<file path="config.mk">
export PLATFORM = sky130hd
export DESIGN_NAME = mc_maindec
export DESIGN_NICKNAME = d
export VERILOG_FILES = /design/src/rtl/maindec_pkg.sv /design/src/rtl/mc_maindec_op_classify.sv /design/src/rtl/mc_maindec.sv
export SDC_FILE = /design/constraint.sdc
export NUM_CORES = 1
export LEC_CHECK = 0
export ABC_AREA = 1
export BUFFER_PORTS_ARGS = -buffer_cell sky130_fd_sc_hd__buf_4
export CAP_MARGIN = 20
export CORE_ASPECT_RATIO = 1.1
export CORE_UTILIZATION = 45
export DETAILED_ROUTE_END_ITERATION = 10
export PLACE_DENSITY = 0.77
export SYNTH_ARGS = -nofsm -noshare
export SYNTH_HDL_FRONTEND = slang
export SYNTH_SLANG_ARGS = --single-unit
export TNS_END_PERCENT = 1
</file>
<file path="constraint.sdc">
create_clock -name clk -period 2.9 [get_ports clk]
set_input_delay 0 -clock clk [delete_from_list [all_inputs] [get_ports clk]]
set_output_delay 0 -clock clk [all_outputs]
set_load 0.01 [all_outputs]
</file>
<file path="src/rtl/maindec_pkg.sv">
// +----------------------------------------------------------------------------+
// | maindec_pkg                                                                |
// | FSM state codes, instruction classes and opcode match patterns for the     |
// | multicycle main decoder.                                                   |
// | Rev 1.0                                                                    |
// +----------------------------------------------------------------------------+
`default_nettype none

package maindec_pkg;

    typedef enum logic [2:0] {
        ST_FETCH  = 3'd0,
        ST_DECODE = 3'd1,
        ST_EXEC   = 3'd2,
        ST_MEM    = 3'd3,
        ST_WB     = 3'd4,
        ST_EXC    = 3'd5
    } state_e;

    typedef enum logic [2:0] {
        CLS_INVALID = 3'd0,
        CLS_RTYPE   = 3'd1,
        CLS_LDUR    = 3'd2,
        CLS_STUR    = 3'd3,
        CLS_CBZ     = 3'd4,
        CLS_ERET    = 3'd5,
        CLS_MRS     = 3'd6,
        CLS_BR      = 3'd7
    } class_e;

    localparam int C_OPC_W = 11;

    // Each opcode is a value/mask pair; mask bits at 0 are don't-care.
    localparam logic [10:0] C_MASK_FULL = 11'b11111111111;
    localparam logic [10:0] C_OP_RTYPE  = 11'b10101010000;
    localparam logic [10:0] C_OP_LDUR   = 11'b11111000010;
    localparam logic [10:0] C_OP_STUR   = 11'b11111000000;
    localparam logic [10:0] C_OP_CBZ    = 11'b10110100000;
    localparam logic [10:0] C_MASK_CBZ  = 11'b11111111000;
    localparam logic [10:0] C_OP_ERET   = 11'b11010110100;
    localparam logic [10:0] C_OP_MRS    = 11'b01101010100;
    localparam logic [10:0] C_MASK_MRS  = 11'b01111111111;
    localparam logic [10:0] C_OP_BR     = 11'b11010110000;

    function automatic logic op_match(input logic [10:0] op,
                                      input logic [10:0] val,
                                      input logic [10:0] mask);
        return ((op ^ val) & mask) == 11'd0;
    endfunction

endpackage

`default_nettype wire

</file>
<file path="src/rtl/mc_maindec_op_classify.sv">
// +----------------------------------------------------------------------------+
// | op_classify                                                                |
// | Combinational opcode-to-instruction-class decode.                          |
// | Build option: MAINDEC_EXCEPTION_EN enables ERET and MRS recognition.       |
// | Rev 1.0                                                                    |
// +----------------------------------------------------------------------------+
`default_nettype none

module op_classify
    import maindec_pkg::*;
(
    input  logic [C_OPC_W-1:0] opc_i,
    output class_e             cls_o
);

    always_comb begin
        cls_o = CLS_INVALID;
        if (op_match(opc_i, C_OP_RTYPE, C_MASK_FULL)) begin
            cls_o = CLS_RTYPE;
        end else if (op_match(opc_i, C_OP_LDUR, C_MASK_FULL)) begin
            cls_o = CLS_LDUR;
        end else if (op_match(opc_i, C_OP_STUR, C_MASK_FULL)) begin
            cls_o = CLS_STUR;
        end else if (op_match(opc_i, C_OP_CBZ, C_MASK_CBZ)) begin
            cls_o = CLS_CBZ;
        end else if (op_match(opc_i, C_OP_BR, C_MASK_FULL)) begin
            cls_o = CLS_BR;
`ifdef MAINDEC_EXCEPTION_EN
        end else if (op_match(opc_i, C_OP_ERET, C_MASK_FULL)) begin
            cls_o = CLS_ERET;
        end else if (op_match(opc_i, C_OP_MRS, C_MASK_MRS)) begin
            cls_o = CLS_MRS;
`endif
        end
    end

endmodule

`default_nettype wire

</file>
<file path="src/rtl/mc_maindec.sv">
// +----------------------------------------------------------------------------+
// | mc_maindec                                                                 |
// | Multicycle main decoder: Moore control FSM plus retired-instruction count. |
// | Build option: MAINDEC_EXCEPTION_EN adds EXC state, ERET/MRS, mem timeout.  |
// | Rev 1.0                                                                    |
// +----------------------------------------------------------------------------+
`default_nettype none

module mc_maindec
    import maindec_pkg::*;
#(
    parameter int OP_W   = 11,
    parameter int CNT_W  = 32,
    parameter int MEM_TO = 15
) (
    input  logic             clk,
    input  logic             reset,
    input  logic [OP_W-1:0]  Op,
    input  logic             imem_ready,
    input  logic             dmem_ready,
    output logic             Reg2Loc,
    output logic             MemtoReg,
    output logic             RegWrite,
    output logic             MemRead,
    output logic             MemWrite,
    output logic             Branch,
    output logic             IRWrite,
    output logic             PCWrite,
    output logic [1:0]       ALUSrc,
    output logic [1:0]       ALUOp,
    output logic             ERet,
    output logic             NotAnInstr,
    output logic             InconBranch,
    output logic             MemTimeout,
    output logic [2:0]       state,
    output logic [CNT_W-1:0] retired
);

    localparam int WAIT_W = $clog2(MEM_TO + 1);

    state_e             state_q, state_d;
    class_e             cls_q, cls_d, cls_w;
    logic [WAIT_W-1:0]  wait_q, wait_d;
    logic [CNT_W-1:0]   retired_q;
    logic               retire_w;

    op_classify u_op_classify (
        .opc_i (Op[OP_W-1 -: C_OPC_W]),
        .cls_o (cls_w)
    );

    always_ff @(posedge clk) begin
        if (reset) begin
            state_q   <= ST_FETCH;
            cls_q     <= CLS_INVALID;
            wait_q    <= '0;
            retired_q <= '0;
        end else begin
            state_q <= state_d;
            cls_q   <= cls_d;
            wait_q  <= wait_d;
            if (retire_w) begin
                retired_q <= retired_q + 1'b1;
            end
        end
    end

    always_comb begin
        state_d  = state_q;
        cls_d    = cls_q;
        wait_d   = wait_q;
        retire_w = 1'b0;
        {Reg2Loc, MemtoReg, RegWrite, MemRead, MemWrite, Branch, IRWrite, PCWrite} = '0;
        {ALUSrc, ALUOp} = '0;
        {ERet, NotAnInstr, InconBranch, MemTimeout} = '0;

        case (state_q)
            ST_FETCH: begin
                IRWrite = 1'b1;
                if (imem_ready) state_d = ST_DECODE;
            end
            ST_DECODE: begin
                cls_d   = cls_w;
                state_d = ST_EXEC;
`ifdef MAINDEC_EXCEPTION_EN
                if (cls_w == CLS_INVALID) state_d = ST_EXC;
`endif
            end
            ST_EXEC: begin
                state_d = ST_WB;
                case (cls_q)
                    CLS_RTYPE: ALUOp = 2'b10;
                    CLS_LDUR, CLS_STUR: begin
                        ALUSrc  = 2'b01;
                        wait_d  = '0;
                        state_d = ST_MEM;
                    end
                    CLS_CBZ: begin
                        Reg2Loc  = 1'b1;
                        ALUOp    = 2'b01;
                        Branch   = 1'b1;
                        PCWrite  = 1'b1;
                        retire_w = 1'b1;
                        state_d  = ST_FETCH;
                    end
                    CLS_ERET: begin
`ifdef MAINDEC_EXCEPTION_EN
                        ERet     = 1'b1;
`endif
                        Branch   = 1'b1;
                        ALUOp    = 2'b01;
                        PCWrite  = 1'b1;
                        retire_w = 1'b1;
                        state_d  = ST_FETCH;
                    end
                    CLS_MRS: begin
                        Reg2Loc = 1'b1;
                        ALUSrc  = 2'b10;
                        ALUOp   = 2'b01;
                    end
                    CLS_BR: begin
                        InconBranch = 1'b1;
                        ALUOp       = 2'b01;
                    end
                    default: begin
                        // Unrecognised opcode retires as a NOP.
                        PCWrite  = 1'b1;
                        retire_w = 1'b1;
                        state_d  = ST_FETCH;
                    end
                endcase
            end
            ST_MEM: begin
                ALUSrc = 2'b01;
                if (cls_q == CLS_STUR) begin
                    MemWrite = 1'b1;
                    Reg2Loc  = 1'b1;
                end else begin
                    MemRead = 1'b1;
                end
                if (dmem_ready) begin
                    if (cls_q == CLS_STUR) begin
                        PCWrite  = 1'b1;
                        retire_w = 1'b1;
                        state_d  = ST_FETCH;
                    end else begin
                        state_d = ST_WB;
                    end
                end else begin
                    wait_d = wait_q + 1'b1;
`ifdef MAINDEC_EXCEPTION_EN
                    if (wait_q == WAIT_W'(MEM_TO - 1)) state_d = ST_EXC;
`endif
                end
            end
            ST_WB: begin
                RegWrite = (cls_q inside {CLS_RTYPE, CLS_LDUR, CLS_MRS, CLS_BR});
                MemtoReg = (cls_q == CLS_LDUR);
                PCWrite  = 1'b1;
                retire_w = 1'b1;
                state_d  = ST_FETCH;
            end
            ST_EXC: begin
`ifdef MAINDEC_EXCEPTION_EN
                if (cls_q == CLS_INVALID) NotAnInstr = 1'b1;
                else                      MemTimeout = 1'b1;
`endif
                state_d = ST_FETCH;
            end
            default: state_d = ST_FETCH;
        endcase

        if (reset) begin
            {Reg2Loc, MemtoReg, RegWrite, MemRead, MemWrite, Branch, IRWrite, PCWrite} = '0;
            {ALUSrc, ALUOp} = '0;
            {ERet, NotAnInstr, InconBranch, MemTimeout} = '0;
        end
    end

    assign state   = reset ? 3'd0 : state_q;
    assign retired = retired_q;

endmodule

`default_nettype wire

</file>
==> Word level (Yosys, flattened, before mapping) <==
Index checks and enable logic that the tools add are counted.
{ "totals": {"reg_bits": 38, "in_bits": 15, "wordCells": 78, "output_inout_bits": 51} }
{ "op_classes": {"n_eq_ne": 13, "bitwise_logic": 5, "n_mux": 42, "n_reduce_logical": 14, "n_addsub": 1} }
{ "ops": {"columns": ["op", "count"], "rows": [
  ["zero test 11 bit", 5],
  ["adder 32 x 1 -> 32 bit, second input constant", 1],
  ["2-to-1 mux 3 bit", 9],
  ["2-to-1 mux 1 bit", 23],
  ["== test 3 bit, second input constant", 5],
  ["== test 3 x 2 -> 1 bit, second input constant", 4],
  ["one-hot mux 2 bit (2 select lines)", 3],
  ["one-hot mux 3 bit (4 select lines)", 1],
  ["inverter 5 bit", 2],
  ["inverter 4 bit", 2],
  ["== test 3 x 1 -> 1 bit, second input constant", 2],
  ["2-to-1 mux 2 bit", 3],
  ["inverter 6 bit", 1],
  ["one-hot mux 3 bit (2 select lines)", 1],
  ["OR reduction 2 bit", 3],
  ["OR reduction 5 bit", 1],
  ["!= test 2 bit, second input constant", 2],
  ["nonzero test 4 bit", 1],
  ["OR reduction 4 bit", 1],
  ["zero test 3 bit", 1],
  ["one-hot mux 1 bit (3 select lines)", 1],
  ["OR reduction 3 bit", 1],
  ["one-hot mux 1 bit (2 select lines)", 1],
  ["AND reduction 2 bit", 1]
]} }

==> Longest topological paths before layout <==
Gate-level depths: netlist of the first run.
{ "depth": {"depth_word": 7, "mapped_depth": 11, "mapped_depth_nobuf": 10} }

==> Hierarchy <==
A second synthesis of the first run with hierarchy kept.
{ "hier_totals": {"hier_cells": 410, "area_unflattened_um2": 2502.4} }
{ "modules_own_cells": {"columns": ["mod", "n_inst", "cells_per_inst", "area_each_um2", "seq_area_each_um2"], "rows": [
  ["mc_maindec", 1, 371, 2316.0, 760.7],
  ["op_classify", 1, 39, 186.4, 0.0]
]} }

==> Worst setup path after synthesis of the first run <==
Ideal clock, no wire load.
{ "synth_path": {"kind": "register to register", "start": "register retired_q[0] (netlist: retired[0])", "end": "register retired_q[24] (netlist: retired[24])", "arrival_ns": 1.485, "slack_ns": 1.299, "stages_incl_launch_ff": 9, "required_time_ns": 2.784, "path_buffers": 0, "setup_time_ns": 0.116, "synth_period_minus_slack_ns": 1.601, "path_cell_list": "dfxtp_1 > ha_1 > nand3_1 > nor2_2 > nand3_1 > nor2_1 > nand3_1 > o21ai_0 > nor2_1"} }
{ "synth_between": {"elab_chain_cells": 1} }
{ "synth_rtl": {"columns": ["element", "line_no", "text"], "rows": [
  ["start: declaration", "mc_maindec.sv:44", "logic [CNT_W-1:0] retired_q;"],
  ["start signal: assignment", "mc_maindec.sv:63", "retired_q <= retired_q + 1'b1;"],
  ["adder 32 x 1 -> 32 bit", "mc_maindec.sv:63", null]
]} }
No other way between the ends.
A chain may end at the register's enable or synchronous reset.

==> Worst setup path after layout of the first run <==
{ "layout_path": {"start": "register cls_q[1]", "end": "register retired_q[12] (netlist: retired[12])"} }
{ "layout_between": {"elab_chain_cells": 4, "elab_cells_between_ends": 10, "cone_classes": "eq/ne (5); mux (4); reduce/logical (1)"} }
{ "layout_rtl": {"columns": ["element", "line_no", "text"], "rows": [
  ["start: declaration", "mc_maindec.sv:42", "class_e cls_q, cls_d, cls_w;"],
  ["start signal: assignment", "mc_maindec.sv:60", "cls_q <= cls_d;"],
  ["== test 3 x 2 -> 1 bit (tied with other cells)", "mc_maindec.sv:91, mc_maindec.sv:142", null],
  ["OR reduction 5 bit (no source line) or 2-to-1 mux 1 bit (tied branches)", null, null],
  ["2-to-1 mux 1 bit, on equally long branches", "mc_maindec.sv:91, mc_maindec.sv:141", null],
  ["one-hot mux 1 bit (3 select lines) (*)", "mc_maindec.sv:77", "case (state_q)"]
]} }
Every way passes the cells marked *; elsewhere a longest branch is shown, timed or not.

==> reports/metrics.yaml, run 1 <==
sta:
  fin_skew_ns: 0.00521
  rsz0062_at_grt: "false"
  finalHoldViolations: 0
  final-setup-viol-count: 0
  slew_viol_final: 0
  worstMarginPinSlew_ns: 0.834
  fmax_ghz: 0.482
  timing.final.crit_share_pct: 71.5
  timing.setup.tns_ns: 0
  min_period_ns: 2.07
  slew_headroom_pct: 44.3
clock_tree:
  root_buffer: "clkbuf_8"
  cts_tree: "yes"
  cts_made_buffers: 5
  cts.clk_slew.worst_paths_ns: 0.08
  ctsHoldBuffers: 0
  cts-htree-levels: 2
  clock_latency_ns: 0.29
  cts_max_path_buffers: 2
  post-cts-setup-buffers: 0
  cts.sinks: 38
  cts_resized: 0
final_layout:
  drive_gt1_share_pct: 19.5
  antenna_cells: 0
  synthToLayoutAreaGrowth_pct: 26.6
  utilization_pct: 61.0
  nets: 446
  nFillCells: 474
pwr:
  internal_power_uw: 942
  leakagePower_nw: 1.26
  seqPwrFrac_pct: 44.2
  p_total_mw: 1.22
  combPwrFrac_pct: 10.3
  vdd_drop_max_mv: 0.224
  swShare_pct: 23.0
  p_switching_uw: 281
  power-per-cell-area_nw_per_um2: 419
  clkPwrFrac_pct: 45.5
critical_path:
  crit_top_cell: "nand2_1"
  cpPeakStageDelay_ns: 0.58
  slowest_stage: "nand3_2"
  worstPathMaxFanout: 42
  path_cells: "nand2_2 -> nor2_4 -> nand3_2 -> nand3_2 -> nand2_1 -> nor2_1 -> nand2_1 -> nand2_1 -> nor2_1"
  cp.arrival_ns: 2.26
  worstSetupStartpointType: "flop"
  ff2ff_path_depth: 9
  required_ns: 3.09
  path_class: "reg2reg"
  end_kind: "flop"
floorplanning:
  start_util_pct: 48.2
  die-area_um2: 5410
  die_x_um: 70.2
  die_h_um: 77.1
  fp-row-count: 26
  core-area_um2: 4780
  io_pins: 66
logic_synthesis:
  ys_types: 32
  syn_area_per_cell_um2: 6.21
  synth_cells: 371
  yosysTopAreaCellShare_pct: 33.0
  yosys.area.top_type: "dfxtp_1"
  syn-cell-area_um2: 2300
  synth.yosys.seq_area_share_pct: 33.0
  synth-seq-cells: 38
  synth_area_leaders: "dfxtp_1 (33%), nand2_1 (17%), nor2_1 (9.9%), inv_1 (7.5%), nand3_1 (5.0%)"
  ys.warnings.count: 0
min_path:
  min_path_type: "in2reg"
  min_path_cells: 3
routing:
  firstDrtPassIters: 4
  wl_per_cell_um: 11.1
  remaining_drc_errors: 0
  drtIter0Drc: 142
  antenna_left: 0
  drt_wl_total_um: 5400
  via_count: 2437
  vias_per_cell: 5.00
global_route:
  grt_max_degree: 43
  grt_first_pass_wirelength_um: 9180
  grt-ovfl-total: 0
  grt_pass1_vias: 2230
  grt_antenna_before_repair: 0
  track_usage_pct: 20.8
outcome:
  status: "completed"
job:
  cap_violations: 0
place:
  portBuffers: 62
  gp_congestion: 0.927
  place_hpwl_um: 4030
cell families (layout without fill, tap and decap cells):
group	count (synthesis)	after routing	share of synthesized area (%)
and+or+nand+nor	226	226	42.5
buffers and inverters	59	117	10.8
DFF	38	38	33.0
AOI/OAI and AO/OA	33	33	8.09
xor gates and xnor gates	13	13	4.94
adders and majority gates	1	1	0.543
other	1	3	0.163
final cells by class:
cell class	instances	area, um2	area share, %
Inverter	47	176	6.05
Sequential cell	38	761	26.1
Multi-Input combinational cell	276	1300	44.6
Clock inverter	2	60.1	2.06
Clock buffer	6	82.6	2.83
Timing Repair Buffer	62	465	16.0
Tap cell	56	70.1	2.40
cells in the final DEF, fill, tap and decap left out, types with 2 or more instances in the layout:
| cell type | n |
|---|---|
| a21oi_1 | 19 |
| bufinv_16 | 2 |
| o21bai_1 | 2 |
| inv_1 | 46 |
| xor2_1 | 8 |
| nand3_1 | 23 |
| o21ai_0 | 6 |
| nand4_1 | 9 |
| nor2_1 | 61 |
| nand2_1 | 102 |
| conb_1 | 3 |
| nor2_2 | 3 |
| a31oi_1 | 3 |
| nor3_1 | 19 |
| clkbuf_8 | 6 |
| nor3_2 | 2 |
| xnor2_1 | 5 |
| buf_4 | 62 |
| dfxtp_1 | 38 |
| nand3_2 | 2 |
final timing paths:
path	from	to	slack (ns)
worst max-delay path	cls_q[1]	retired[12]	0.83
worst min-delay path	dmem_ready	state_q[0]	0.01
worst max register to register	cls_q[1]	retired[12]	0.83
worst min register to register	retired[5]	retired[5]	0.50
metal layers:
| layer | global-route usage [%] | vias to the layer above | wire length (um) |
|---|---|---|---|
| met2 | 37.2 | 70 | 2630 |
| li1 | - | 1287 | - |
| met3 | 3.42 | 9 | 247 |
| met4 | 9.80 | 0 | 102 |
| met5 | 0 | - | 0 |
| met1 | 23.8 | 1071 | 2420 |
Yosys cell counts (all sizes together):
master	count
nand3	25
a31oi	3
ha	1
conb	1
o21ai	6
inv	47
dfxtp	38
a22oi	1
nand4	9
clkbuf	4
nor2	65
nand2	104
or2	1
buf	8
nor3	21
nor4	1
xor2	8
xnor2	5
a21oi	20
o21bai	3
power by group through the flow:
stage               logic, mW  registers [mW]  clock network [mW]
finish                  0.125           0.540               0.557
global route            0.142           0.542               0.581
CTS                     0.126           0.540               0.566
detailed placement      0.125           0.553                   0
global placement        0.124           0.552                   0
floorplan              0.0909           0.552                   0
critical path, delay by kind of cell (launching register included):
family,cells,cell delay (ns)
AND/OR/NAND/NOR,9,1.48
flip-flops,1,0.47
flip-flops by register name, summed over array words and instances, names as in the netlist:
name,count
state_q,3
retired,32
cls_q,3
through the flow:
stage | instance area (um2) | hold WS [ns] | std cells | worst slack, ns
final | 2920 | 0.0118 | 487 | 0.827
after global routing | 2920 | 0.0318 | 487 | 0.612
after detailed placement | 2780 | 0.320 | 479 | 0.886
after CTS | 2920 | 0.00571 | 487 | 0.852
after floorplan | 2310 | 0.205 | 373 | 1.30
after global placement | 2780 | 0.324 | 479 | 0.917
(Power assumes the default switching activity.)
==> run 2: changes to the inputs <==
PLACE_DENSITY = 0.79   (was 0.77)
clock period = 1.8 ns   (was 2.9 ns; I/O delays follow)
==> run 2 against run 1 <==
- die area is the same
- sequential cell count unchanged
- core utilization grew 0.16 points
- power rose by 36%
- global-route usage decreased by 0.51 points
- clock skew shrank 0.0018 ns
- cell area up 0.26%
- non-clock buffer count rose by 5
- critical path depth fell by 1
- sequential share of layout area is 0.061 points higher
- setup slack got worse by 0.71 ns
==> reports/metrics.yaml, run 2 (synthesis gave the netlist of run 1 again) <==
critical_path:
  worstSetupStartpointType: "flop"
  r2r_slack_ns: 0.16
  cp-startpoint: "cls_q[2]"
  ff2ff_path_depth: 10
  worstPathMaxFanout: 25
  r2r_end: "retired[21]"
  required_ns: 1.80
  cp.arrival_ns: 1.68
  path_class: "reg2out"
  end_kind: "primary output"
  r2r_start: "cls_q[2]"
global_route:
  grt_pass1_vias: 2185
  grt_max_degree: 35
  grt_antenna_before_repair: 0
  track_usage_pct: 20.3
  grt_first_pass_wirelength_um: 9180
  grt-ovfl-total: 0
pwr:
  seqPwrFrac_pct: 52.3
  p_switching_uw: 428
  swShare_pct: 25.7
  internal_power_mw: 1.24
  vdd_drop_max_mv: 0.382
  clkPwrFrac_pct: 34.4
  power-per-cell-area_nw_per_um2: 570
  combPwrFrac_pct: 13.3
  leakagePower_nw: 1.28
floorplanning:
  die-area_um2: 5410
  die_h_um: 77.1
  start_util_pct: 48.2
  fp-row-count: 26
  core-area_um2: 4780
  io_pins: 66
  die_x_um: 70.2
sta:
  timing.setup.tns_ns: 0
  finalHoldViolations: 0
  worstMarginPinSlew_ns: 0.515
  fin_ws_ns: 0.117
  fin_skew_ns: 0.00338
  min_period_ns: 1.68
  rsz0062_at_grt: "false"
  timing.final.crit_share_pct: 93.5
  slew_viol_final: 0
  slew_headroom_pct: 65.6
  final-setup-viol-count: 0
  fmax_ghz: 0.594
place:
  postPlaceCellArea_um2: 2830
  portBuffers: 62
  gp_congestion: 0.846
  place_hpwl_um: 4140
  place_ws_ns: 0.156
  dpl.cell_count: 484
clock_tree:
  cts.clk_slew.worst_paths_ns: 0.07
  cts_made_buffers: 5
  ctsHoldBuffers: 0
  clock_latency_ns: 0.28
  cts_max_path_buffers: 2
  post-cts-setup-buffers: 0
  cts_tree: "yes"
  root_buffer: "clkbuf_8"
  cts_resized: 0
  cts-htree-levels: 2
  cts.sinks: 38
routing:
  vias_per_cell: 5.04
  firstDrtPassIters: 5
  antenna_left: 0
  drt_wl_total_um: 5440
  wl_per_cell_um: 11.1
  via_count: 2469
  remaining_drc_errors: 0
  drtIter0Drc: 141
min_path:
  min_path_cells: 4
  worstHoldEndpoint: "cls_q[0]"
  min_from: "Op[1]"
  min_path_type: "in2reg"
final_layout:
  nets: 451
  mostFrequentLayoutCells: "nand2_1 (102), buf_4 (66), nor2_1 (60)"
  synthToLayoutAreaGrowth_pct: 26.9
  drive_gt1_share_pct: 21.2
  largest_reg_flops: 32
  antenna_cells: 0
  final_cell_area_um2: 2930
  fin_cells: 490
  final_common_cell: "nand2_1"
outcome:
  status: "completed"
job:
  cap_violations: 0
-- run 2: worst max path at each step --
stage	endpoint	slack (ns)	depth (start not counted)
5_1_grt	PCWrite	0.004	8
6_report	PCWrite	0.12	8
2_1_floorplan	retired[24]	0.20	8
3_3_place_gp	retired[30]	0.25	9
4_1_cts	PCWrite	0.12	8
3_5_place_dp	retired[30]	0.16	9
-- run 2: stage by stage --
stage               total power, mW  utilization (%)  hold slack, ns
floorplan                      1.04                -           0.205
finish                         1.67             61.2          0.0208
CTS                            1.68             60.8          0.0245
global placement               1.11             59.1           0.325
detailed placement             1.11             59.1           0.325
global route                   1.74             61.2          0.0329
-- run 2: layer usage --
metal  track usage (%)  wire, um
met5                 0         0
met4              5.40        47
met3              3.42       265
met2              37.9      2690
met1              23.5      2430
-- run 2: area by class of cell --
cell class                      count  area (um2)
Multi-Input combinational cell    276        1320
Sequential cell                    38         764
Inverter                           47         176
Timing Repair Buffer               67         515
Fill cell                         467        1860
Clock buffer                        6        82.6
Tap cell                           56        70.1
-- run 2: power by group through the flow --
stage	Clock (mW)	Sequential, mW	Combinational, mW
2_1_floorplan	0	0.889	0.146
3_3_place_gp	0	0.889	0.220
3_5_place_dp	0	0.891	0.220
4_1_cts	0.588	0.872	0.222
5_1_grt	0.616	0.876	0.248
6_report	0.573	0.873	0.222
-- run 2: critical path: stages (launching register included) --
cell,delay [ns]
dfxtp_1,0.43
inv_2,0.11
a21oi_2,0.19
nand2_1,0.08
nand3_2,0.17
buf_12,0.19
nand2_1,0.06
inv_1,0.06
buf_4,0.11
